[src/rtl/uart_tx_fifo.sv]
`default_nettype none
// ============================================================================
// uart_tx_fifo : write-only byte FIFO draining into an 8N1 UART serializer
// Rev 1.0
// ============================================================================
module uart_tx_fifo #(
   parameter int CLKS_PER_BIT    = 868,
   parameter int FIFO_DEPTH_LOG2 = 4
) (
   input  logic                     clk,
   input  logic                     reset_n,
   input  logic [31:0]              uart_dout,
   input  logic                     uart_we,
   output logic                     txd,
   output logic                     tx_busy,
   output logic                     fifo_full,
   output logic [FIFO_DEPTH_LOG2:0] fifo_count,
   output logic                     overflow
);
   localparam int DEPTH = 2 ** FIFO_DEPTH_LOG2;
   localparam int CW    = $clog2(CLKS_PER_BIT);
   localparam logic [CW-1:0] RELOAD = CW'(CLKS_PER_BIT - 1);

   typedef enum logic [1:0] {IDLE, START, DATA, STOP} state_t;

   state_t                     state;
   logic [7:0]                 mem [DEPTH];
   logic [FIFO_DEPTH_LOG2-1:0] wr_ptr;
   logic [FIFO_DEPTH_LOG2-1:0] rd_ptr;
   logic [CW-1:0]              baud_cnt;
   logic [2:0]                 bit_idx;
   logic [7:0]                 shreg;
   logic                       fifo_empty;
   logic                       baud_done;
   logic                       pop;
   logic                       push;
   logic                       unused_dout;

   assign unused_dout = ^uart_dout[31:8];
   assign fifo_empty  = (fifo_count == '0);
   // count never exceeds DEPTH, so its MSB alone marks full
   assign fifo_full   = fifo_count[FIFO_DEPTH_LOG2];
   assign baud_done   = (baud_cnt == '0);
   assign pop         = !fifo_empty && ((state == IDLE) || (state == STOP && baud_done));
   assign push        = uart_we && (!fifo_full || pop);
   assign tx_busy     = (state != IDLE) || !fifo_empty;

   always_ff @(posedge clk) begin
      if (push) mem[wr_ptr] <= uart_dout[7:0];
   end

   always_ff @(posedge clk or negedge reset_n) begin
      if (!reset_n) begin
         wr_ptr     <= '0;
         rd_ptr     <= '0;
         fifo_count <= '0;
         overflow   <= 1'b0;
      end else begin
         if (push) wr_ptr <= wr_ptr + 1'b1;
         if (pop)  rd_ptr <= rd_ptr + 1'b1;
         if (push && !pop)
            fifo_count <= fifo_count + 1'b1;
         else if (pop && !push)
            fifo_count <= fifo_count - 1'b1;
         if (uart_we && !push) overflow <= 1'b1;
      end
   end

   always_ff @(posedge clk or negedge reset_n) begin
      if (!reset_n) begin
         state    <= IDLE;
         txd      <= 1'b1;
         baud_cnt <= '0;
         bit_idx  <= '0;
         shreg    <= '0;
      end else begin
         case (state)
            IDLE: begin
               if (pop) begin
                  shreg    <= mem[rd_ptr];
                  txd      <= 1'b0;
                  baud_cnt <= RELOAD;
                  state    <= START;
               end
            end
            START: begin
               if (baud_done) begin
                  txd      <= shreg[0];
                  baud_cnt <= RELOAD;
                  bit_idx  <= '0;
                  state    <= DATA;
               end else begin
                  baud_cnt <= baud_cnt - 1'b1;
               end
            end
            DATA: begin
               if (baud_done) begin
                  baud_cnt <= RELOAD;
                  if (bit_idx == 3'd7) begin
                     txd   <= 1'b1;
                     state <= STOP;
                  end else begin
                     shreg   <= {1'b0, shreg[7:1]};
                     txd     <= shreg[1];
                     bit_idx <= bit_idx + 1'b1;
                  end
               end else begin
                  baud_cnt <= baud_cnt - 1'b1;
               end
            end
            STOP: begin
               if (baud_done) begin
                  // chain straight into the next start bit when more data is queued
                  if (pop) begin
                     shreg    <= mem[rd_ptr];
                     txd      <= 1'b0;
                     baud_cnt <= RELOAD;
                     state    <= START;
                  end else begin
                     state <= IDLE;
                  end
               end else begin
                  baud_cnt <= baud_cnt - 1'b1;
               end
            end
            default: state <= IDLE;
         endcase
      end
   end
endmodule
`default_nettype wire

[config.mk]
export PLATFORM = sky130hd
export DESIGN_NAME = uart_tx_fifo
export DESIGN_NICKNAME = d
export VERILOG_FILES = /design/src/rtl/uart_tx_fifo.sv
export SDC_FILE = /design/constraint.sdc
export NUM_CORES = 1
export LEC_CHECK = 0
export BUFFER_PORTS_ARGS = -buffer_cell sky130_fd_sc_hd__buf_2
export CAP_MARGIN = 20
export CORE_UTILIZATION = 60
export DETAILED_ROUTE_END_ITERATION = 12
export PLACE_DENSITY = 0.83
export SLEW_MARGIN = 20
export SYNTH_ARGS = -nofsm -noshare
export SYNTH_HDL_FRONTEND = slang
export SYNTH_SLANG_ARGS = --single-unit
[constraint.sdc]
create_clock -name clk -period 3.1 [get_ports clk]
set_input_delay 0.31 -clock clk [delete_from_list [all_inputs] [get_ports clk]]
set_output_delay 0.31 -clock clk [all_outputs]
set_load 0.1 [all_outputs]
==> results_tabular.tex, run 1 <==
\begin{tabular}{lr}
\hline
Metric & Value \\
\hline
\multicolumn{2}{l}{\textbf{Route}} \\
\quad Detailed-route DRC error count & 0 \\
\quad Ratio of routed vias to standard cells & roughly 6.3 \\
\quad Initial drt markers & 302 \\
\quad Number of search-and-repair iterations in the first detailed-routing pass & 6 \\
\quad Final routed wire length divided by cell count & approximately 22 um \\
\quad Post-Route WL & about 15,000 um \\
\quad Via count & approximately 4,300 \\
\quad Number of routed nets with antenna violations & 0 \\
\multicolumn{2}{l}{\textbf{Worst setup path}} \\
\quad Data arrival time of the critical path & between 3000 and 4000 ps \\
\quad Critical path peak fanout & 7 \\
\quad Crit Path Class & reg -> reg \\
\quad Required time of the critical path & 3440 ps \\
\quad Cell-by-cell listing of the critical path & nor4\_4 > and4\_4 > o21a\_4 > inv\_2 > ha\_1 > inv\_1 > ha\_1 > a21o\_1 > a21oi\_1 > xnor2\_1 > nor2\_1 > xor2\_1 \\
\quad Worst Reg-to-Reg Cells & 12 \\
\quad Gate family responsible for the most delay along the worst path & simple AND/OR/NAND/NOR gates \\
\quad CP startpoint kind & flip-flop \\
\quad Largest stage delay on the critical path & 460 ps \\
\quad Worst R2R End & fifo\_count[4] \\
\quad Flop-to-flop setup slack & between 200 and 250 ps \\
\quad Most frequent CP cell & ha\_1 \\
\quad Worst path slowest cell & dfrtp\_1 \\
\quad Type of destination of the critical path & flip-flop \\
\quad Launch instance of the worst register-to-register path & baud\_cnt[5] \\
\quad Worst path bufs/invs & 2 \\
\multicolumn{2}{l}{\textbf{STA}} \\
\quad Min Clock Period, post-route & slightly below 3000 ps \\
\quad Hold\_ws & -11.7 ps \\
\quad Clk\_skew & slightly above 8 ps \\
\quad Actual transition at the worst max-transition pin & 863 ps \\
\quad Headroom to the max-slew limit & around 42\% \\
\quad Final slew viol count & 0 \\
\quad RSZ-0062 raised after global routing & no \\
\quad Period Utilization, post-route & between 90\% and 100\% \\
\quad Minimum setup slack in the final design & $\sim$200 ps \\
\quad Highest attainable clock frequency & between 0.3 and 0.4 GHz \\
\quad Total Negative Setup Slacks & 0 ps \\
\quad Number of hold violations in the final report & 3 \\
\quad Endpoints failing setup & 0 \\
\multicolumn{2}{l}{\textbf{Final layout}} \\
\quad Number of nets in the layout & 570 \\
\quad Post-synthesis to final-layout area growth & 12.0\% \\
\quad Ratio of cells with drive above 1 in the final layout & 20.6\% \\
\quad Count of inserted antenna diode cells & 0 \\
\quad Final core utilization & about 69\% \\
\quad Filler instances & 756 \\
\quad Final Non-Filler Cells & about 680 \\
\multicolumn{2}{l}{\textbf{Yosys}} \\
\quad Synth cell types & between 50 and 60 \\
\quad Share of the yosys chip area belonging to registers & between 60\% and 70\% \\
\quad Share of flip-flops with an asynchronous set or reset & a little under a quarter \\
\quad Yosys reg bits & roughly 170 \\
\quad Primary flip-flop cell chosen by synthesis mapping & edfxtp\_1 \\
\quad Syn nets & 540 \\
\quad Syn Area/Cell & roughly 15 um\^{}2 \\
\quad Post-Syn Area & approximately 0.0073 mm\^{}2 \\
\quad Synth Instances & 486 \\
\quad Number of warnings printed during yosys synthesis & 0 \\
\quad Post-synth EDFFs & around 130 \\
\multicolumn{2}{l}{\textbf{Floorplan}} \\
\quad Row count & 40 \\
\quad Die W & 113 um \\
\quad Chip height & between 100 and 150 um \\
\quad Core region area & 0.0120 mm\^{}2 \\
\quad Die area & about 0.013 mm\^{}2 \\
\quad Initial standard-cell utilization of the core & between 60\% and 70\% \\
\quad I/O pin count & 44 \\
\multicolumn{2}{l}{\textbf{Global routing}} \\
\quad Overall track demand over capacity in global routing & about a quarter \\
\quad Wire length of the first global-routing pass & 23,200 um \\
\quad Largest net degree at the start of global routing & 39 \\
\quad Initial antenna violation count & 0 \\
\quad Via count of the first global-routing pass & 4,338 \\
\quad Overall overflow remaining after global route & 0 \\
\multicolumn{2}{l}{\textbf{Clock tree}} \\
\quad CTS buffer count & 17 \\
\quad Post-cts hold buffer count & 0 \\
\quad Post-CTS Resized & 0 \\
\quad Sink Count & between 150 and 200 \\
\quad Postcts setup bufs & 0 \\
\quad Clock tree root buffer cell & clkbuf\_16 \\
\quad Clock tree from TritonCTS & built \\
\quad Insertion delay of the later-clocked pin in the worst-skew pair & between 400 and 500 ps \\
\quad Depth of the CTS H-tree & 4 \\
\quad Clock slew at the register clock pins of the worst setup and hold paths & around 70 ps \\
\quad Clock Path Buffers & 2 \\
\multicolumn{2}{l}{\textbf{Placed design}} \\
\quad Number of cells in the design after placement & $\sim$640 \\
\quad Worst slack at placement & 131 ps \\
\quad HPWL Detailed & $\sim$9300 um \\
\quad RD Place Congestion & between 0.8 and 0.9 \\
\quad \# port buffers & 19 \\
\multicolumn{2}{l}{\textbf{Worst hold path}} \\
\quad Classification of the worst-slack hold path & in -> async \\
\multicolumn{2}{l}{\textbf{Pwr}} \\
\quad Standby leakage power & between 3 and 4 nW \\
\quad Power density relative to cell area & roughly 550 mW/mm\^{}2 \\
\quad Peak supply drop & approximately 0.53 mV \\
\multicolumn{2}{l}{\textbf{Outcome}} \\
\quad Outcome & complete, but fails checks \\
\quad Violated checks & negative hold slack \\
\multicolumn{2}{l}{\textbf{Flow run}} \\
\quad Max\_cap viols & 0 \\
\hline
\end{tabular}
## per-layer routing
layer	routed length, um	track usage, %
met1	6100	32.5
met2	7560	42.2
met3	682	6.26
met4	233	8.53
met5	0	0
## how the worst max path moves through the flow
stage	start	to	cells past startpoint	slack (ps)
final	baud_cnt[5]	fifo_count[4]	12	200
after floorplan	fifo_count[2]	fifo_count[4]	12	20
after global placement	baud_cnt[4]	fifo_count[4]	12	190
after global routing	baud_cnt[5]	fifo_count[4]	12	7
after detailed placement	baud_cnt[5]	fifo_count[4]	12	130
after CTS	baud_cnt[5]	fifo_count[4]	12	100
## worst register-to-register path, stage by stage, from the launching register on
cell	delay, ps
dfrtp_1	460
nor4_4	340
and4_4	330
o21a_4	170
inv_2	80
ha_1	240
inv_1	140
ha_1	290
a21o_1	200
a21oi_1	180
xnor2_1	80
nor2_1	120
xor2_1	190
## cell type report
cell class | instances | area (um^2) | share of cell area [%]
repair buffers | 34 | 220 | 2.68
flip-flops and latches | 166 | 4800 | 58.5
well taps | 147 | 184 | 2.24
clock inverters | 14 | 139 | 1.69
multi-input cells | 286 | 2400 | 29.2
inverters | 11 | 41.3 | 0.503
clock buffers | 18 | 429 | 5.23
## cell usage in the layout (no fill, tap or decap), drive strengths merged, types with 5 or more instances in the layout
| master | synthesis | final |
|---|---|---|
| xnor2 | 8 | 8 |
| inv | 11 | 18 |
| o311ai | 7 | 7 |
| o21a | 6 | 6 |
| and2 | 14 | 14 |
| dfrtp | 37 | 37 |
| buf | 12 | 34 |
| nor2 | 23 | 23 |
| edfxtp | 128 | 128 |
| nand3 | 10 | 10 |
| nor3 | 11 | 11 |
| mux2 | 9 | 9 |
| o22a | 9 | 9 |
| clkbuf | 11 | 18 |
| o21ai | 14 | 14 |
| mux2i | 38 | 38 |
| a22oi | 10 | 10 |
| mux4 | 18 | 18 |
| clkinv | 0 | 5 |
| a21oi | 18 | 18 |
| nand2 | 33 | 33 |
| ha | 18 | 18 |
## flip-flops by register name (all words and copies together), names as in the netlist
name / count
state: 2
bit_idx: 3
wr_ptr: 4
baud_cnt: 10
fifo_count: 5
overflow: 1
txd: 1
rd_ptr: 4
shreg: 8
mem: 128
## power by group
part	internal, W	switching (W)
logic	0.0000149	0.0000623
registers	0.00240	0.00000626
clock network	0.00113	0.000913
## cells in the mapped netlist (all sizes together), types with 2 or more instances
cell    instances  area share [%]
mux4           18             5.5
o21a            6            0.82
nor2b           2            0.17
nor2           23             1.2
a21o            2            0.20
inv            11            0.56
a22oi          10             1.0
nor4            3            0.67
a211oi          2            0.20
o21bai          2            0.20
nor3b           4            0.41
xor2            4            0.48
o311ai          7            0.84
clkbuf         11            0.56
a21oi          18             1.4
mux2            9             1.4
ha             18             3.1
nand3          10            0.85
dfrtp          37              13
nor3           11            0.75
buf            12            0.90
o21ai          14             1.0
and2           14             1.2
xnor2           8            0.96
o22a            9             1.1
nand2          33             1.7
or3             2            0.17
edfxtp        128              52
nand2b          3            0.26
mux2i          38             5.2
and3            2            0.17
## logic make-up after synthesis
family / count (synthesis) / synth area share (%)
flops: 166 / 65.4
simple gates: 112 / 8.05
compound gates: 78 / 7.63
mux: 65 / 12.1
buf+inv: 34 / 2.03
fa+ha+maj: 19 / 3.34
xor+xnor: 12 / 1.43
## stage by stage
step | power, W | cell area, um^2
floorplan | 0.00248 | 7340
global placement | 0.00253 | 7630
detailed placement | 0.00253 | 7630
CTS | 0.00454 | 8200
global route | 0.00462 | 8210
finish | 0.00453 | 8210
No activity file was read; power rests on OpenSTA's default activity.
==> run 2: changes to the inputs <==
- RECOVER_POWER: not set -> 100
==> results_tabular.tex, run 2 (synthesis results as in run 1) <==
\begin{tabular}{lr}
\hline
Metric & Value \\
\hline
\multicolumn{2}{l}{\textbf{STA}} \\
\quad Clk\_skew & 7.62 ps (-0.582 ps) \\
\quad Actual transition at the worst max-transition pin & 2060 ps (+1200 ps) \\
\quad Min Clock Period, post-route & 2880 ps (-15.1 ps) \\
\quad Final slew viol count & 39 (+39) \\
\quad Endpoints failing setup & 0 (unchanged) \\
\quad Total Negative Setup Slacks & 0 ps (unchanged) \\
\quad RSZ-0062 raised after global routing & no \\
\quad Period Utilization, post-route & 93.1\% (-0.49 points) \\
\quad Headroom to the max-slew limit & -37.6\% (-80 points) \\
\quad Highest attainable clock frequency & 0.347 GHz (+0.52\%) \\
\quad Number of hold violations in the final report & 0 (-3) \\
\multicolumn{2}{l}{\textbf{Clock tree}} \\
\quad Clock tree root buffer cell & clkbuf\_16 \\
\quad Clock Path Buffers & 2 (unchanged) \\
\quad Clock tree from TritonCTS & built \\
\quad Insertion delay of the later-clocked pin in the worst-skew pair & 430 ps (about the same) \\
\quad Depth of the CTS H-tree & 4 (unchanged) \\
\quad CTS buffer count & 17 (unchanged) \\
\quad Sink Count & 166 (unchanged) \\
\quad Clock slew at the register clock pins of the worst setup and hold paths & 70 ps (about the same) \\
\multicolumn{2}{l}{\textbf{Final layout}} \\
\quad Number of nets in the layout & 570 (unchanged) \\
\quad Area used by multi-input combinational logic & 0.00238 mm\^{}2 (-0.63\%) \\
\quad Count of inserted antenna diode cells & 0 (unchanged) \\
\quad Number of flip-flops under the largest register name & 128 (unchanged) \\
\quad Regs by FF count & mem: 128 flops, baud\_cnt: 10 flops, shreg: 8 flops \\
\quad Post-synthesis to final-layout area growth & 11.2\% \\
\quad Register name with the most flops & mem \\
\quad Filler instances & 774 (+2.4\%) \\
\quad Final Non-Filler Cells & 676 (unchanged) \\
\quad Leading cell type in the layout, fill and taps excluded & edfxtp\_1 \\
\quad Ratio of cells with drive above 1 in the final layout & 15.5\% (-5.1 points) \\
\quad Leading cell types in the layout, fill and taps excluded & 128 x edfxtp\_1, 38 x mux2i\_1, 33 x nand2\_1, 33 x dfrtp\_1, 25 x clkbuf\_1 \\
\quad Register area & 0.00480 mm\^{}2 (unchanged) \\
\multicolumn{2}{l}{\textbf{Route}} \\
\quad Detailed-route DRC error count & 0 (unchanged) \\
\quad Via count & 4,245 (-0.16\%) \\
\quad Ratio of routed vias to standard cells & 6.28 (-0.16\%) \\
\quad Final routed wire length divided by cell count & 21.4 um (-0.64\%) \\
\quad Number of search-and-repair iterations in the first detailed-routing pass & 5 (-1) \\
\quad Initial drt markers & 366 (+21\%) \\
\quad Number of routed nets with antenna violations & 0 (unchanged) \\
\quad Post-Route WL & 14,500 um (-0.64\%) \\
\multicolumn{2}{l}{\textbf{Worst setup path}} \\
\quad Critical path peak fanout & 7 (unchanged) \\
\quad Cell-by-cell listing of the critical path & nor4\_4 > and4\_4 > o21a\_4 > inv\_2 > ha\_1 > inv\_1 > ha\_1 > a21o\_1 > a21oi\_1 > xnor2\_1 > nor2\_1 > xor2\_1 \\
\quad Crit Path Class & reg -> reg \\
\quad CP startpoint kind & flip-flop \\
\quad Worst path slowest cell & dfrtp\_1 \\
\quad Required time of the critical path & 3440 ps (about the same) \\
\quad Gate family responsible for the most delay along the worst path & simple AND/OR/NAND/NOR gates \\
\quad Largest stage delay on the critical path & 460 ps (about the same) \\
\quad Type of destination of the critical path & flip-flop \\
\quad Worst path bufs/invs & 2 (unchanged) \\
\quad Data arrival time of the critical path & 3230 ps (about the same) \\
\quad Most frequent CP cell & ha\_1 \\
\multicolumn{2}{l}{\textbf{Placed design}} \\
\quad RD Place Congestion & 0.810 (unchanged) \\
\quad HPWL Detailed & 9250 um (unchanged) \\
\quad Number of cells in the design after placement & 644 (unchanged) \\
\quad \# port buffers & 19 (unchanged) \\
\multicolumn{2}{l}{\textbf{Floorplan}} \\
\quad Die area & 0.0127 mm\^{}2 (unchanged) \\
\quad Chip height & 113 um (unchanged) \\
\quad I/O pin count & 44 (unchanged) \\
\quad Die W & 113 um (unchanged) \\
\quad Row count & 40 (unchanged) \\
\quad Initial standard-cell utilization of the core & 61.3\% (unchanged) \\
\quad Core region area & 0.0120 mm\^{}2 (unchanged) \\
\multicolumn{2}{l}{\textbf{Pwr}} \\
\quad Power density relative to cell area & 555 mW/mm\^{}2 (+0.66\%) \\
\quad Peak supply drop & 0.529 mV (-0.20\%) \\
\quad Standby leakage power & 2.99 nW (-2.6\%) \\
\quad Overall Power & 0.00452 W (about the same) \\
\multicolumn{2}{l}{\textbf{Flow run}} \\
\quad Max\_cap viols & 1 (+1) \\
\multicolumn{2}{l}{\textbf{Outcome}} \\
\quad Outcome & complete, but fails checks \\
\quad Violated checks & max-capacitance violations, max-slew violations \\
\multicolumn{2}{l}{\textbf{Global routing}} \\
\quad Largest net degree at the start of global routing & 39 (unchanged) \\
\quad Overall track demand over capacity in global routing & 25.2\% (unchanged) \\
\quad Overall overflow remaining after global route & 0 (unchanged) \\
\quad Wire length of the first global-routing pass & 23,200 um (unchanged) \\
\quad Via count of the first global-routing pass & 4,338 (unchanged) \\
\quad Initial antenna violation count & 0 (unchanged) \\
\multicolumn{2}{l}{\textbf{Worst hold path}} \\
\quad Classification of the worst-slack hold path & in -> reg \\
\hline
\end{tabular}
## run 2: cell types whose count changed in the layout (fill, tap and decap cells not counted), sizes merged
cell	previous run	this run
buf	34	10
clkbuf	18	42
## run 2: power breakdown
part | total, W | internal (W) | switching, W | leakage [nW]
logic | 0.0000742 | 0.0000124 | 0.0000618 | 1.13
clock network | 0.00204 | 0.00113 | 0.000912 | 0.278
registers | 0.00241 | 0.00240 | 0.00000628 | 1.58
## run 2: repair_timing
item,CTS,global route
resized for setup,0,3
buffers inserted,0,0
setup endpoints to repair,0,1
hold buffers,0,0
## run 2: worst reg2reg max path, cell delays in order (launching register included)
cell and delay, ps:
dfrtp_1 460, nor4_4 330, and4_4 320, o21a_4 170
inv_2 80, ha_1 230, inv_1 140, ha_1 290
a21o_1 200, a21oi_1 180, xnor2_1 80, nor2_1 120
xor2_1 190
## run 2: per-stage QoR
step / util [%] / hold WS (ps) / setup WS [ps] / instance area [um^2]
2_1_floorplan: - / 14.4 / 21.0 / 7340
3_3_place_gp: 63.8 / 453 / 191 / 7630
3_5_place_dp: 63.8 / 463 / 131 / 7630
4_1_cts: 68.6 / 17.3 / 105 / 8200
5_1_grt: 68.1 / 376 / 18.9 / 8150
6_report: 68.1 / 364 / 215 / 8150
## run 2: worst paths after layout
| path | cells past startpoint | startpoint | end | slack, ps |
|---|---|---|---|---|
| max | 12 | baud_cnt[5] | fifo_count[4] | 220 |
| min | 3 | uart_we | overflow | 360 |
| max reg2reg | 12 | baud_cnt[5] | fifo_count[4] | 220 |
| min reg2reg | 1 | overflow | overflow | 480 |
| max in group asynchronous | 1 | reset_n | fifo_count[1] | 1300 |
| min in group asynchronous | 1 | reset_n | baud_cnt[8] | 460 |
## run 2: layer usage
metal / wire length [um] / GRT usage, %
met1: 5930 / 32.5
met4: 251 / 8.53
met5: 0 / 0
met2: 7470 / 42.2
met3: 826 / 6.26
## run 2: cell type report
type                            count  share of cell area (%)
Clock buffer                       18                    5.27
Inverter                           11                   0.507
Tap cell                          147                    2.26
Timing Repair Buffer               34                    2.15
Clock inverter                     14                    1.70
Multi-Input combinational cell    286                    29.2
Sequential cell                   166                    58.9
